[config.mk]
export PLATFORM = sky130hd
export DESIGN_NAME = uart_fifo
export DESIGN_NICKNAME = d
export VERILOG_FILES = /design/src/rtl/uart_pkg.sv /design/src/rtl/sync_fifo.sv /design/src/rtl/uart_fifo.sv
export SDC_FILE = /design/constraint.sdc
export NUM_CORES = 1
export LEC_CHECK = 0
export ABC_AREA = 1
export CELL_PAD_IN_SITES_DETAIL_PLACEMENT = 1
export CELL_PAD_IN_SITES_GLOBAL_PLACEMENT = 1
export CORE_MARGIN = 2
export CORE_UTILIZATION = 25
export DETAILED_ROUTE_END_ITERATION = 10
export HOLD_SLACK_MARGIN = 0.05
export MAX_ROUTING_LAYER = met4
export PLACE_DENSITY_LB_ADDON = 0.1
export SLEW_MARGIN = 20
export SYNTH_ARGS = -nofsm -noshare
export SYNTH_HDL_FRONTEND = slang
export SYNTH_SLANG_ARGS = --single-unit
[constraint.sdc]
create_clock -name clk -period 5.6 [get_ports clk]
set_input_delay 1.4 -clock clk [delete_from_list [all_inputs] [get_ports clk]]
set_output_delay 1.4 -clock clk [all_outputs]
set_load 0.1 [all_outputs]
[src/rtl/uart_pkg.sv]
// rtl/uart_pkg.sv - shared FSM state encoding and width helper for uart_fifo
// Contents:
//   uart_state_t  TX/RX frame states (ST_IDLE, ST_START, ST_DATA, ST_PARITY, ST_STOP)
//   clog2         ceil(log2(value)), used for pointer and counter widths
package uart_pkg;

   typedef enum logic [2:0] {
      ST_IDLE,
      ST_START,
      ST_DATA,
      ST_PARITY,
      ST_STOP
   } uart_state_t;

   function automatic int clog2(input int value);
      int result;
      int rem;
      result = 0;
      rem    = value - 1;
      while (rem > 0) begin
         result = result + 1;
         rem    = rem >> 1;
      end
      return result;
   endfunction

endpackage

[src/rtl/sync_fifo.sv]
// rtl/sync_fifo.sv - first-word-fall-through synchronous FIFO
// Ports:
//   clk, reset   clock, synchronous active-high reset (empties the FIFO)
//   wr, din      push; accepted when not full, or when full with an accepted pop
//   rd           pop head; ignored while empty
//   dout         head entry (valid while !empty)
//   full, empty  level flags
module sync_fifo
   import uart_pkg::*;
#(
   parameter int WIDTH = 8,
   parameter int DEPTH = 16
) (
   input  logic             clk,
   input  logic             reset,
   input  logic             wr,
   input  logic [WIDTH-1:0] din,
   input  logic             rd,
   output logic [WIDTH-1:0] dout,
   output logic             full,
   output logic             empty
);

   localparam int AW = clog2(DEPTH);

   logic [WIDTH-1:0] mem [DEPTH];
   logic [AW:0]      wptr;
   logic [AW:0]      rptr;
   logic             do_rd;
   logic             do_wr;

   // Pointers carry one extra MSB so equal indices can mean full or empty.
   assign empty = (wptr == rptr);
   assign full  = (wptr[AW] != rptr[AW]) && (wptr[AW-1:0] == rptr[AW-1:0]);
   assign do_rd = rd && !empty;
   // A pop in the same cycle frees the slot, so a full FIFO still accepts the push.
   assign do_wr = wr && (!full || do_rd);
   assign dout  = mem[rptr[AW-1:0]];

   always_ff @(posedge clk) begin
      if (do_wr) begin
         mem[wptr[AW-1:0]] <= din;
      end
   end

   always_ff @(posedge clk) begin
      if (reset) begin
         wptr <= '0;
         rptr <= '0;
      end else begin
         if (do_wr) wptr <= wptr + 1'b1;
         if (do_rd) rptr <= rptr + 1'b1;
      end
   end

endmodule

[src/rtl/uart_fifo.sv]
// rtl/uart_fifo.sv - buffered UART with configurable frame and TX/RX FIFOs
// Optional feature: define UART_PARITY_EN to add an even parity bit after the data.
// Ports:
//   clk, reset              system clock, synchronous active-high reset
//   uart_rxd / uart_txd     serial in (asynchronous) / serial out (idles high)
//   tx_data, tx_wr          push a byte into the TX FIFO
//   tx_full, tx_busy        TX FIFO full / TX FIFO non-empty or frame in flight
//   rx_data, rx_error       head of RX FIFO and its framing/parity flag
//   rx_avail, rx_ack        RX FIFO non-empty / pop head
//   rx_overrun              sticky: a received byte was lost to a full RX FIFO
module uart_fifo
   import uart_pkg::*;
#(
   parameter int FREQ_HZ    = 100000000,
   parameter int BAUD       = 115200,
   parameter int OVERSAMPLE = 16,
   parameter int DATA_BITS  = 8,
   parameter int STOP_BITS  = 1,
   parameter int TX_DEPTH   = 16,
   parameter int RX_DEPTH   = 16
) (
   input  logic                 clk,
   input  logic                 reset,
   input  logic                 uart_rxd,
   output logic                 uart_txd,
   input  logic [DATA_BITS-1:0] tx_data,
   input  logic                 tx_wr,
   output logic                 tx_full,
   output logic                 tx_busy,
   output logic [DATA_BITS-1:0] rx_data,
   output logic                 rx_error,
   output logic                 rx_avail,
   input  logic                 rx_ack,
   output logic                 rx_overrun
);

   localparam int DIV  = (FREQ_HZ + (BAUD * OVERSAMPLE) / 2) / (BAUD * OVERSAMPLE);
   localparam int DIVW = clog2(DIV + 1);
   localparam int TW   = clog2(OVERSAMPLE + 1);
   localparam int BW   = clog2(DATA_BITS + 1);

   localparam logic [DIVW-1:0] DIV_LAST  = DIVW'(DIV - 1);
   localparam logic [TW-1:0]   OS_LAST   = TW'(OVERSAMPLE - 1);
   localparam logic [TW-1:0]   HALF_LAST = TW'(OVERSAMPLE / 2 - 1);
   localparam logic [BW-1:0]   DATA_LAST = BW'(DATA_BITS - 1);
   localparam logic            STOP_LAST = (STOP_BITS == 2);

   // ---------------- baud tick ----------------
   logic [DIVW-1:0] baud_cnt;
   logic            tick;

   assign tick = (baud_cnt == DIV_LAST);

   always_ff @(posedge clk) begin
      if (reset || tick) baud_cnt <= '0;
      else               baud_cnt <= baud_cnt + 1'b1;
   end

   // ---------------- TX path ----------------
   logic [DATA_BITS-1:0] tx_head;
   logic                 tx_empty;
   logic                 tx_pop;
   uart_state_t          tx_state, tx_state_nxt;
   logic [TW-1:0]        tx_cnt, tx_cnt_nxt;
   logic [BW-1:0]        tx_idx, tx_idx_nxt;
   logic [DATA_BITS-1:0] tx_shift, tx_shift_nxt;
   logic                 tx_stop, tx_stop_nxt;
   logic                 txd_nxt;
   logic                 tx_bit_end;
`ifdef UART_PARITY_EN
   logic                 tx_par, tx_par_nxt;
`endif

   sync_fifo #(.WIDTH(DATA_BITS), .DEPTH(TX_DEPTH)) u_tx_fifo (
      .clk   (clk),
      .reset (reset),
      .wr    (tx_wr),
      .din   (tx_data),
      .rd    (tx_pop),
      .dout  (tx_head),
      .full  (tx_full),
      .empty (tx_empty)
   );

   assign tx_busy    = !tx_empty || (tx_state != ST_IDLE);
   assign tx_bit_end = tick && (tx_cnt == OS_LAST);

   always_ff @(posedge clk) begin
      if (reset) begin
         tx_state <= ST_IDLE;
         tx_cnt   <= '0;
         tx_idx   <= '0;
         tx_shift <= '0;
         tx_stop  <= 1'b0;
         uart_txd <= 1'b1;
`ifdef UART_PARITY_EN
         tx_par   <= 1'b0;
`endif
      end else begin
         tx_state <= tx_state_nxt;
         tx_cnt   <= tx_cnt_nxt;
         tx_idx   <= tx_idx_nxt;
         tx_shift <= tx_shift_nxt;
         tx_stop  <= tx_stop_nxt;
         uart_txd <= txd_nxt;
`ifdef UART_PARITY_EN
         tx_par   <= tx_par_nxt;
`endif
      end
   end

   always_comb begin
      tx_state_nxt = tx_state;
      tx_cnt_nxt   = tx_cnt;
      tx_idx_nxt   = tx_idx;
      tx_shift_nxt = tx_shift;
      tx_stop_nxt  = tx_stop;
      tx_pop       = 1'b0;
      txd_nxt      = 1'b1;
`ifdef UART_PARITY_EN
      tx_par_nxt   = tx_par;
`endif
      if (tick && tx_state != ST_IDLE) begin
         tx_cnt_nxt = tx_bit_end ? '0 : tx_cnt + 1'b1;
      end
      case (tx_state)
         ST_IDLE: begin
            if (tick && !tx_empty) begin
               tx_pop       = 1'b1;
               tx_shift_nxt = tx_head;
               tx_cnt_nxt   = '0;
               tx_state_nxt = ST_START;
`ifdef UART_PARITY_EN
               tx_par_nxt   = ^tx_head;
`endif
            end
         end
         ST_START: begin
            if (tx_bit_end) begin
               tx_idx_nxt   = '0;
               tx_state_nxt = ST_DATA;
            end
         end
         ST_DATA: begin
            if (tx_bit_end) begin
               tx_shift_nxt = tx_shift >> 1;
               if (tx_idx == DATA_LAST) begin
                  tx_stop_nxt = 1'b0;
`ifdef UART_PARITY_EN
                  tx_state_nxt = ST_PARITY;
`else
                  tx_state_nxt = ST_STOP;
`endif
               end else begin
                  tx_idx_nxt = tx_idx + 1'b1;
               end
            end
         end
         ST_PARITY: begin
            if (tx_bit_end) begin
               tx_stop_nxt  = 1'b0;
               tx_state_nxt = ST_STOP;
            end
         end
         ST_STOP: begin
            if (tx_bit_end) begin
               if (tx_stop == STOP_LAST) begin
                  // Chain straight into the next start bit so bursts have no idle gap.
                  if (!tx_empty) begin
                     tx_pop       = 1'b1;
                     tx_shift_nxt = tx_head;
                     tx_state_nxt = ST_START;
`ifdef UART_PARITY_EN
                     tx_par_nxt   = ^tx_head;
`endif
                  end else begin
                     tx_state_nxt = ST_IDLE;
                  end
               end else begin
                  tx_stop_nxt = 1'b1;
               end
            end
         end
         default: tx_state_nxt = ST_IDLE;
      endcase
      // Line level is registered from the next state so uart_txd is glitch-free.
      case (tx_state_nxt)
         ST_START:  txd_nxt = 1'b0;
         ST_DATA:   txd_nxt = tx_shift_nxt[0];
`ifdef UART_PARITY_EN
         ST_PARITY: txd_nxt = tx_par_nxt;
`endif
         default:   txd_nxt = 1'b1;
      endcase
   end

   // ---------------- RX path ----------------
   logic                 rx_s1, rx_s2, rx_prev;
   uart_state_t          rx_state, rx_state_nxt;
   logic [TW-1:0]        rx_cnt, rx_cnt_nxt;
   logic [BW-1:0]        rx_idx, rx_idx_nxt;
   logic [DATA_BITS-1:0] rx_shift, rx_shift_nxt;
   logic                 rx_push;
   logic                 rx_push_err;
   logic                 rx_mid;
   logic                 rx_mid_start;
   logic [DATA_BITS:0]   rx_head;
   logic                 rx_empty;
   logic                 rx_fifo_full;
   logic                 rx_pop;
`ifdef UART_PARITY_EN
   logic                 rx_par_err, rx_par_err_nxt;
`endif

   sync_fifo #(.WIDTH(DATA_BITS + 1), .DEPTH(RX_DEPTH)) u_rx_fifo (
      .clk   (clk),
      .reset (reset),
      .wr    (rx_push),
      .din   ({rx_push_err, rx_shift}),
      .rd    (rx_pop),
      .dout  (rx_head),
      .full  (rx_fifo_full),
      .empty (rx_empty)
   );

   assign rx_avail     = !rx_empty;
   assign rx_pop       = rx_ack && rx_avail;
   // Head is forced to zero while empty so the never-written RAM is not exposed.
   assign rx_data      = rx_avail ? rx_head[DATA_BITS-1:0] : '0;
   assign rx_error     = rx_avail && rx_head[DATA_BITS];
   assign rx_mid       = tick && (rx_cnt == OS_LAST);
   assign rx_mid_start = tick && (rx_cnt == HALF_LAST);

   always_ff @(posedge clk) begin
      if (reset) begin
         rx_s1      <= 1'b1;
         rx_s2      <= 1'b1;
         rx_prev    <= 1'b1;
         rx_state   <= ST_IDLE;
         rx_cnt     <= '0;
         rx_idx     <= '0;
         rx_shift   <= '0;
         rx_overrun <= 1'b0;
`ifdef UART_PARITY_EN
         rx_par_err <= 1'b0;
`endif
      end else begin
         rx_s1    <= uart_rxd;
         rx_s2    <= rx_s1;
         rx_prev  <= rx_s2;
         rx_state <= rx_state_nxt;
         rx_cnt   <= rx_cnt_nxt;
         rx_idx   <= rx_idx_nxt;
         rx_shift <= rx_shift_nxt;
`ifdef UART_PARITY_EN
         rx_par_err <= rx_par_err_nxt;
`endif
         // A fresh loss wins over an acknowledge in the same cycle.
         if (rx_push && rx_fifo_full && !rx_pop) rx_overrun <= 1'b1;
         else if (rx_pop)                         rx_overrun <= 1'b0;
      end
   end

   always_comb begin
      rx_state_nxt = rx_state;
      rx_cnt_nxt   = rx_cnt;
      rx_idx_nxt   = rx_idx;
      rx_shift_nxt = rx_shift;
      rx_push      = 1'b0;
      rx_push_err  = 1'b0;
`ifdef UART_PARITY_EN
      rx_par_err_nxt = rx_par_err;
`endif
      if (tick && rx_state != ST_IDLE) begin
         if (rx_state == ST_START) rx_cnt_nxt = rx_mid_start ? '0 : rx_cnt + 1'b1;
         else                      rx_cnt_nxt = rx_mid ? '0 : rx_cnt + 1'b1;
      end
      case (rx_state)
         ST_IDLE: begin
            if (rx_prev && !rx_s2) begin
               rx_cnt_nxt   = '0;
               rx_state_nxt = ST_START;
            end
         end
         ST_START: begin
            // A start bit that is high again at mid-bit was a glitch.
            if (rx_mid_start) begin
               rx_idx_nxt   = '0;
               rx_state_nxt = rx_s2 ? ST_IDLE : ST_DATA;
            end
         end
         ST_DATA: begin
            if (rx_mid) begin
               rx_shift_nxt = {rx_s2, rx_shift[DATA_BITS-1:1]};
               if (rx_idx == DATA_LAST) begin
`ifdef UART_PARITY_EN
                  rx_state_nxt = ST_PARITY;
`else
                  rx_state_nxt = ST_STOP;
`endif
               end else begin
                  rx_idx_nxt = rx_idx + 1'b1;
               end
            end
         end
         ST_PARITY: begin
            if (rx_mid) begin
`ifdef UART_PARITY_EN
               rx_par_err_nxt = rx_s2 ^ (^rx_shift);
`endif
               rx_state_nxt = ST_STOP;
            end
         end
         ST_STOP: begin
            // Only the first stop bit is checked; RX re-arms right after it.
            if (rx_mid) begin
               rx_push = 1'b1;
`ifdef UART_PARITY_EN
               rx_push_err = !rx_s2 || rx_par_err;
`else
               rx_push_err = !rx_s2;
`endif
               rx_state_nxt = ST_IDLE;
            end
         end
         default: rx_state_nxt = ST_IDLE;
      endcase
   end

endmodule

Word level (Yosys, flattened, before mapping)
Memories as Yosys holds them, arrays and structs flattened. A register that Yosys moved wholly into a read port is not among the register bits.
Cells that the tools add are included.
{"block": "totals", "memories": 2, "mem_bits_rw": 272, "regBits": 72}
{"name": "u_rx_fifo.mem", "depth": 16, "word_bits": 9, "rd": 1, "rd_clocked_by_memory_dff": 1, "wr": 1, "line_no": "sync_fifo.sv:26", "text": "logic [WIDTH-1:0] mem [DEPTH];"}
{"name": "u_tx_fifo.mem", "depth": 16, "word_bits": 8, "rd": 1, "rd_clocked_by_memory_dff": 1, "wr": 1, "line_no": "sync_fifo.sv:26"}
{"block": "classes", "n_mux": 68, "addsub": 9, "n_reduce_logical": 42, "eq_ne": 38}
{"op": "2-to-1 mux 5 bit", "count": 10}
{"op": "2-to-1 mux 8 bit", "count": 6}
{"op": "2-to-1 mux 4 bit", "count": 10}
{"op": "2-to-1 mux 3 bit", "count": 13}
{"op": "inequality test 2 bit (second input constant)", "count": 16}
{"op": "adder 5 x 1 -> 5 bit (second input constant)", "count": 6}
{"op": "case mux 3 bit (5 select lines)", "count": 2}
{"op": "case mux 8 bit (3 select lines)", "count": 1}
{"op": "2-to-1 mux 1 bit", "count": 20}
{"op": "logical AND 1 bit", "count": 17}
{"op": "case mux 4 bit (2 select lines)", "count": 2}
{"op": "equality test 3 x 2 -> 1 bit (second input constant)", "count": 5}
{"op": "AND reduction 6 bit", "count": 2}
{"op": "nonzero test 3 bit", "count": 4}
{"op": "equality test 5 x 4 -> 1 bit (second input constant)", "count": 2}
{"op": "equality test 5 bit", "count": 2}
{"op": "equality test 3 x 1 -> 1 bit (second input constant)", "count": 3}
{"op": "adder 4 x 1 -> 4 bit (second input constant)", "count": 2}
{"op": "equality test 4 x 3 -> 1 bit (second input constant)", "count": 2}
{"op": "equality test 4 bit", "count": 2}
{"op": "AND reduction 4 bit", "count": 2}
{"op": "adder 6 x 1 -> 6 bit (second input constant)", "count": 1}
{"op": "equality test 3 bit (second input constant)", "count": 2}
{"op": "equality test 6 bit (second input constant)", "count": 1}
{"op": "other kinds (11)", "count": 24}

Longest topological paths before layout
Gate-level depths: netlist of the first run.
{"block": "logic_depth", "ltp_word": 10, "depth_mapped": 14, "ltp_nobuf": 14}

By module
Synthesis of the first run repeated with hierarchy kept, for this count alone.
{"block": "unflattened", "cells_unflattened": 1410, "hier_area_um2": 14973.1}
{"mod": "sync_fifo (u_rx_fifo)", "cells_per_inst": 539, "instances": 1, "area_each_um2": 6507.5}
{"mod": "sync_fifo (u_tx_fifo)", "cells_per_inst": 493, "instances": 1, "area_each_um2": 5840.6}
{"mod": "uart_fifo", "cells_per_inst": 378, "instances": 1, "area_each_um2": 2625.0}

Least setup slack after synthesis of the first run
OpenSTA, ideal clock, no wires.
{"block": "synth_timing", "path_kind": "flip-flop to output port", "from": "register u_rx_fifo.wptr[0]", "to": "output rx_data[0]", "stages_incl_launch_ff": 8, "n_path_buf": 0, "t_arrival_ps": 3362, "path_slack_ps": 838, "required_time_ps": 4200, "path_cell_list": "dfxtp_1 > xor2_1 > nor2_1 > nand2_1 > inv_1 > nand2_1 > clkinv_1 > a21oi_1"}
{"block": "synth_via", "elab_chain_len": 2}
{"element": "from (decl)", "line_no": "sync_fifo.sv:27", "text": "logic [AW:0] wptr;"}
{"element": "from (signal assigned)", "line_no": "sync_fifo.sv:51", "text": "if (do_wr) wptr <= wptr + 1'b1;"}
{"element": "equality test 5 bit", "line_no": "sync_fifo.sv:33", "text": "assign empty = (wptr == rptr);"}
{"element": "2-to-1 mux 8 bit", "line_no": "uart_fifo.sv:229", "text": "assign rx_data = rx_avail ? rx_head[DATA_BITS-1:0] : '0;"}
{"element": "to (decl)", "line_no": "uart_fifo.sv:30", "text": "output logic [DATA_BITS-1:0] rx_data,"}
No other way between the ends.

Final worst setup path of the first run
{"block": "layout_timing", "from": "register u_tx_fifo.wptr[2]", "to": "output tx_full"}
{"block": "layout_via", "elab_chain_len": 2}
{"element": "from (decl)", "line_no": "sync_fifo.sv:27"}
{"element": "from (signal assigned)", "line_no": "sync_fifo.sv:51"}
{"element": "equality test 4 bit", "line_no": "sync_fifo.sv:34", "text": "assign full = (wptr[AW] != rptr[AW]) && (wptr[AW-1:0] == rptr[AW-1:0]);"}
{"element": "logical AND 1 bit", "line_no": "sync_fifo.sv:34"}
{"element": "to (decl)", "line_no": "uart_fifo.sv:28", "text": "output logic tx_full,"}
No other way between the ends.

==> run summary, run 1 <==
Placed Area -> 15900 um^2
synth top area cells -> edfxtp_1 (56%), dfxtp_1 (11%), nand2_1 (7.1%)
WP data arrival -> 2.97 ns
Syn Inst Count -> 1342
Gates resized, CTS repair -> 0
met3 GRT Util -> 2.15%
postcts setup bufs -> 0
wire per inst -> 19.1 um
share of cells above drive strength 1 -> 8.48%
area share of the largest cell type after synthesis -> 55.6%
Max-Cap Viols -> 0
hold_buf cts -> 0
utilization after layout -> 29.9%
synthesized area -> 14700 um^2
Clock Tree Buf Depth -> 3
total number of vias -> 9696
initial antenna violation count -> 0
GR peak layer -> met2
setup violation total in the final timing report -> 0
Power, Total -> 0.00615 W
Die Ht -> 246 um
most frequent cells in the layout -> nand2_1 (278), edfxtp_1 (272), nand3_1 (139)
Least-Margin Pin Slew -> 1.05 ns
nets -> 1400
drt initial violations -> 425
period utilisation layout -> 78.1%
first-pass GRT wire length -> 62800 um
Worst Skew -> 0.0171 ns
CP endpoint kind -> primary output
outcome -> completed
clk_lat worst skew -> 0.58 ns
post-layout min period -> 4.37 ns
largest net degree at the start of global routing -> 65
Area Growth Syn to Fin -> 18.1%
vias in the first global route -> 10000
number of antenna diodes -> 0
met2 usage in global routing -> 23.9%
Critical Path RT -> 4.20 ns
ANT nets after route -> 0
Critical Path Start Type -> register
total core area -> 57900 um^2
GRT Residual Overflow -> 0
Post-Syn Nets -> 1373
detailed placer's ending HPWL -> 25800 um
most common cell after layout, fill and taps aside -> nand2_1
total track usage -> 14.2%
Slew headroom -> 29.6%
WL final -> 41500 um
TritonCTS Buffers -> 43
Synth area leader -> edfxtp_1
Seq/Total Area, Yosys -> 66.4%
Die Wd -> 246 um
Leakage Power -> 6.00 nW
die area -> 60700 um^2
filler cell count -> 6471
CTS Sinks -> 351
DRC -> 0
Mean Syn Cell Area -> 10.9 um^2
gpl congestion -> 0.724
CTS tree -> yes
min-delay worst type -> register to register
vias per cell -> 4.47
Final Cell Area -> 17300 um^2
kind of critical path -> register to primary output
unrepaired setup endpoints after global routing -> false
setup_tns -> 0 ns
Max Fclk -> 229 MHz
H-Tree Depth -> 2
pwr dens -> 355 nW/um^2
synth warn -> 0
grt met1 use -> 17.7%
worst vdd ir -> 0.000225 V
FF+latch count, synth -> 351
CTS root buf -> clkbuf_16
CTS clk-pin slew, worst paths -> 0.06 ns
Core Rows -> 88
crit path max fanout -> 8
num ports -> 27
Max Slew Vio Count -> 0
Yosys cell types -> 38
starting density of the core -> 25.3%
Port Buffer Count -> 26
drt pass-1 iters -> 4
final-report hold violation count -> 0
==> flip-flops by register name (all words and copies together), names as in the netlist, 3 cells and up, named ones only <==
signal          flops
tx_idx              4
u_tx_fifo.mem     128
u_tx_fifo.wptr      5
rx_shift            8
baud_cnt            6
u_rx_fifo.rptr      5
tx_state            3
rx_cnt              5
u_rx_fifo.mem     144
tx_cnt              5
rx_state            3
rx_idx              4
tx_shift            8
u_tx_fifo.rptr      5
u_rx_fifo.wptr      5
==> metal layers <==
| layer | routed length [um] | part of all wire, % |
|---|---|---|
| met1 | 18800 | 45 |
| met2 | 20500 | 49 |
| met3 | 1300 | 3.1 |
| met4 | 874 | 2.1 |
| met5 | 0 | 0 |
==> cell families (layout without fill, tap and decap cells) <==
kind of cell	count (synthesis)	after routing	share of synthesized area, %
fa+ha+maj	18	18	1.53
simple gates	540	540	15.8
compound gates	212	212	8.27
mux	36	36	2.45
xor+xnor	20	20	1.19
flops	351	351	66.4
buf+inv	165	226	4.36
==> metrics by stage <==
stage | hold slack, ns | instances | worst slack, ns
global route | 0.471 | 2168 | 1.01
floorplan | 0.389 | 1342 | 0.838
finish | 0.442 | 2168 | 1.23
detailed placement | 0.429 | 2089 | 1.79
global placement | 0.393 | 2089 | 1.77
CTS | 0.449 | 2168 | 1.15
==> critical path, cell delays in order (launching register included) <==
cell and delay, ns:
dfxtp_1 0.48, inv_2 0.08, nand2_1 0.07, nand2_1 0.05, nor2_1 0.20, nand2_1 0.09, nor2_1 0.21, clkdlybuf4s50_1 1.22
==> cells in the mapped netlist, drive strengths merged <==
cell	n
nand2	289
edfxtp	272
nand3	140
inv	102
a21oi	99
nor2	85
dfxtp	79
o21ai	60
clkbuf	44
o211ai	39
mux2i	36
ha	18
xor2	15
buf	14
nor3	13
a22oi	6
or2	6
clkinv	5
nand4	5
xnor2	5
a211oi	2
a31oi	2
o31ai	2
a21o	1
nor3b	1
nor4	1
o21bai	1
==> area by class of cell <==
class | count | area, um^2 | share of cell area [%]
clock inverters | 24 | 308 | 1.78
multi-input cells | 826 | 4290 | 24.8
inverters | 107 | 404 | 2.33
clock buffers | 55 | 1150 | 6.64
repair buffers | 40 | 468 | 2.70
flip-flops and latches | 351 | 9750 | 56.3
well taps | 765 | 957 | 5.52
==> final timing paths <==
kind                      from  depth (start not counted)  slack (ns)                    to
max          u_tx_fifo.wptr[2]                          7        1.23               tx_full
min                      rx_s1                          1        0.44                 rx_s2
min reg2reg              rx_s1                          1        0.44                 rx_s2
max reg2reg        baud_cnt[0]                         13        2.04  u_tx_fifo.mem[11][0]
==> report_power, final <==
part	leakage [nW]	switching, W	total, W	internal, W
logic	2.12	0.000282	0.000408	0.000126
registers	3.17	0.0000286	0.00284	0.00281
clock network	0.705	0.00116	0.00290	0.00174
total	6.00	0.00147	0.00615	0.00468
Power figures use the tool's default switching activity.
==> inputs of run 2 (changes only) <==
==> constraint.sdc (replaced) <==
create_clock -name clk -period 4.2 [get_ports clk]
set_input_delay 1.05 -clock clk [delete_from_list [all_inputs] [get_ports clk]]
set_output_delay 1.05 -clock clk [all_outputs]
set_load 0.1 [all_outputs]
==> run 2 against run 1 <==
  * Combinational power is 31% higher
  * Worst hold slack worse by 0.033 ns
  * Via count is 0.15% lower
  * Register-to-register slack worse by 1.3 ns
  * Critical path type unchanged
  * Largest power group is now sequential cells
  * First-iteration DRC count is 11% higher
  * Sequential share of layout area is 0.32 points higher
  * Non-clock buffer count is 3 higher
==> run summary, run 2 (synthesis gave the netlist of run 1 again) <==
Max Fclk -> 258 MHz
Die Ht -> 246 um
Slew headroom -> 31.5%
largest net degree at the start of global routing -> 70
Post-Place Cells -> 2092
ANT nets after route -> 0
TritonCTS Buffers -> 43
min-delay worst type -> register to register
Critical Path Start Type -> register
postcts setup bufs -> 0
WP data arrival -> 2.83 ns
Placed Area -> 15900 um^2
setup violation total in the final timing report -> 0
die area -> 60700 um^2
WL final -> 41000 um
starting density of the core -> 25.3%
hold_buf cts -> 0
GRT Residual Overflow -> 0
period utilisation layout -> 92.5%
total core area -> 57900 um^2
drt pass-1 iters -> 4
CTS Sinks -> 351
final-report hold violation count -> 0
Area Growth Syn to Fin -> 17.4%
utilization after layout -> 29.8%
Worst Skew -> 0.0231 ns
post-layout min period -> 3.88 ns
Critical Path RT -> 3.15 ns
share of cells above drive strength 1 -> 8.89%
Max Slew Vio Count -> 0
Clock Tree Buf Depth -> 3
clk_lat worst skew -> 0.57 ns
CP endpoint kind -> primary output
DRC -> 0
pwr dens -> 456 nW/um^2
register area -> 9750 um^2
Gates resized, CTS repair -> 0
nets -> 1403
H-Tree Depth -> 2
Die Wd -> 246 um
Core Rows -> 88
vias per cell -> 4.46
filler cell count -> 6494
drt initial violations -> 470
Port Buffer Count -> 26
gpl congestion -> 0.762
worst vdd ir -> 0.000294 V
kind of critical path -> register to primary output
vias in the first global route -> 10300
total number of vias -> 9681
total track usage -> 14.3%
multi-input logic area -> 4290 um^2
first-pass GRT wire length -> 64200 um
fin cells -> 2171
detailed placer's ending HPWL -> 26400 um
CTS tree -> yes
outcome -> completed
wire per inst -> 18.9 um
Least-Margin Pin Slew -> 1.03 ns
most frequent cells in the layout -> nand2_1 (278), edfxtp_1 (272), nand3_1 (139)
Max-Cap Viols -> 0
Largest register FFs -> 144
CTS root buf -> clkbuf_16
most common cell after layout, fill and taps aside -> nand2_1
crit path max fanout -> 69
CTS clk-pin slew, worst paths -> 0.06 ns
unrepaired setup endpoints after global routing -> false
Leakage Power -> 5.98 nW
Final Cell Area -> 17200 um^2
initial antenna violation count -> 0
number of antenna diodes -> 0
num ports -> 27
==> run 2: cell count changes in the layout (fill, tap and decap cells not counted), sizes merged <==
cell / change
clkdlybuf4s50: -2
buf: +5
clkinv: +11
bufinv: -4
clkbuf: -5
inv: -2
==> run 2: stage by stage <==
stage / hold WS [ns] / TNS [ns] / power, W / setup WS [ns]
2_1_floorplan: 0.389 / -1.91 / 0.00420 / -0.212
3_3_place_gp: 0.400 / 0 / 0.00441 / 0.694
3_5_place_dp: 0.399 / 0 / 0.00441 / 0.673
4_1_cts: 0.414 / 0 / 0.00801 / 0.262
5_1_grt: 0.439 / 0 / 0.00819 / 0.101
6_report: 0.409 / 0 / 0.00787 / 0.317
==> run 2: worst paths after layout <==
path                from             endpoint  slack [ns]  depth (start not counted)
min reg2reg        rx_s1                rx_s2        0.41                          1
max             register           rx_data[7]        0.32                          6
max reg2reg  baud_cnt[0]  u_tx_fifo.mem[8][2]        0.76                         13
min                rx_s1                rx_s2        0.41                          1
==> run 2: final cells by class <==
class,count,share of cell area (%)
Clock buffer,50,6.52
Clock inverter,29,1.21
Inverter,107,2.34
Multi-Input combinational cell,826,24.9
Sequential cell,351,56.6
Tap cell,765,5.55
Timing Repair Buffer,43,2.89
==> run 2: report_power, final <==
part           switching [W]  internal (W)  total [W]  leakage, nW
combinational       0.000366      0.000168   0.000535         2.15
sequential         0.0000453       0.00375    0.00379         3.17
clock                0.00150       0.00204    0.00354        0.657
total                0.00191       0.00596    0.00787         5.98
==> run 2: worst max-delay path: stages, from the launching register on <==
cell,delay [ns]
dfxtp_4,0.90
buf_12,0.27
mux2i_1,0.10
o211ai_1,0.16
nand3_1,0.17
a21oi_1,0.41
buf_12,0.23
==> run 2: layer usage <==
layer / wire [um] / part of all wire [%] / GRT usage [%]
met1: 19600 / 48 / 18.5
met3: 1230 / 3.0 / 2.31
met2: 19400 / 47 / 23.3
met5: 0 / 0 / -
met4: 754 / 1.8 / 3.84
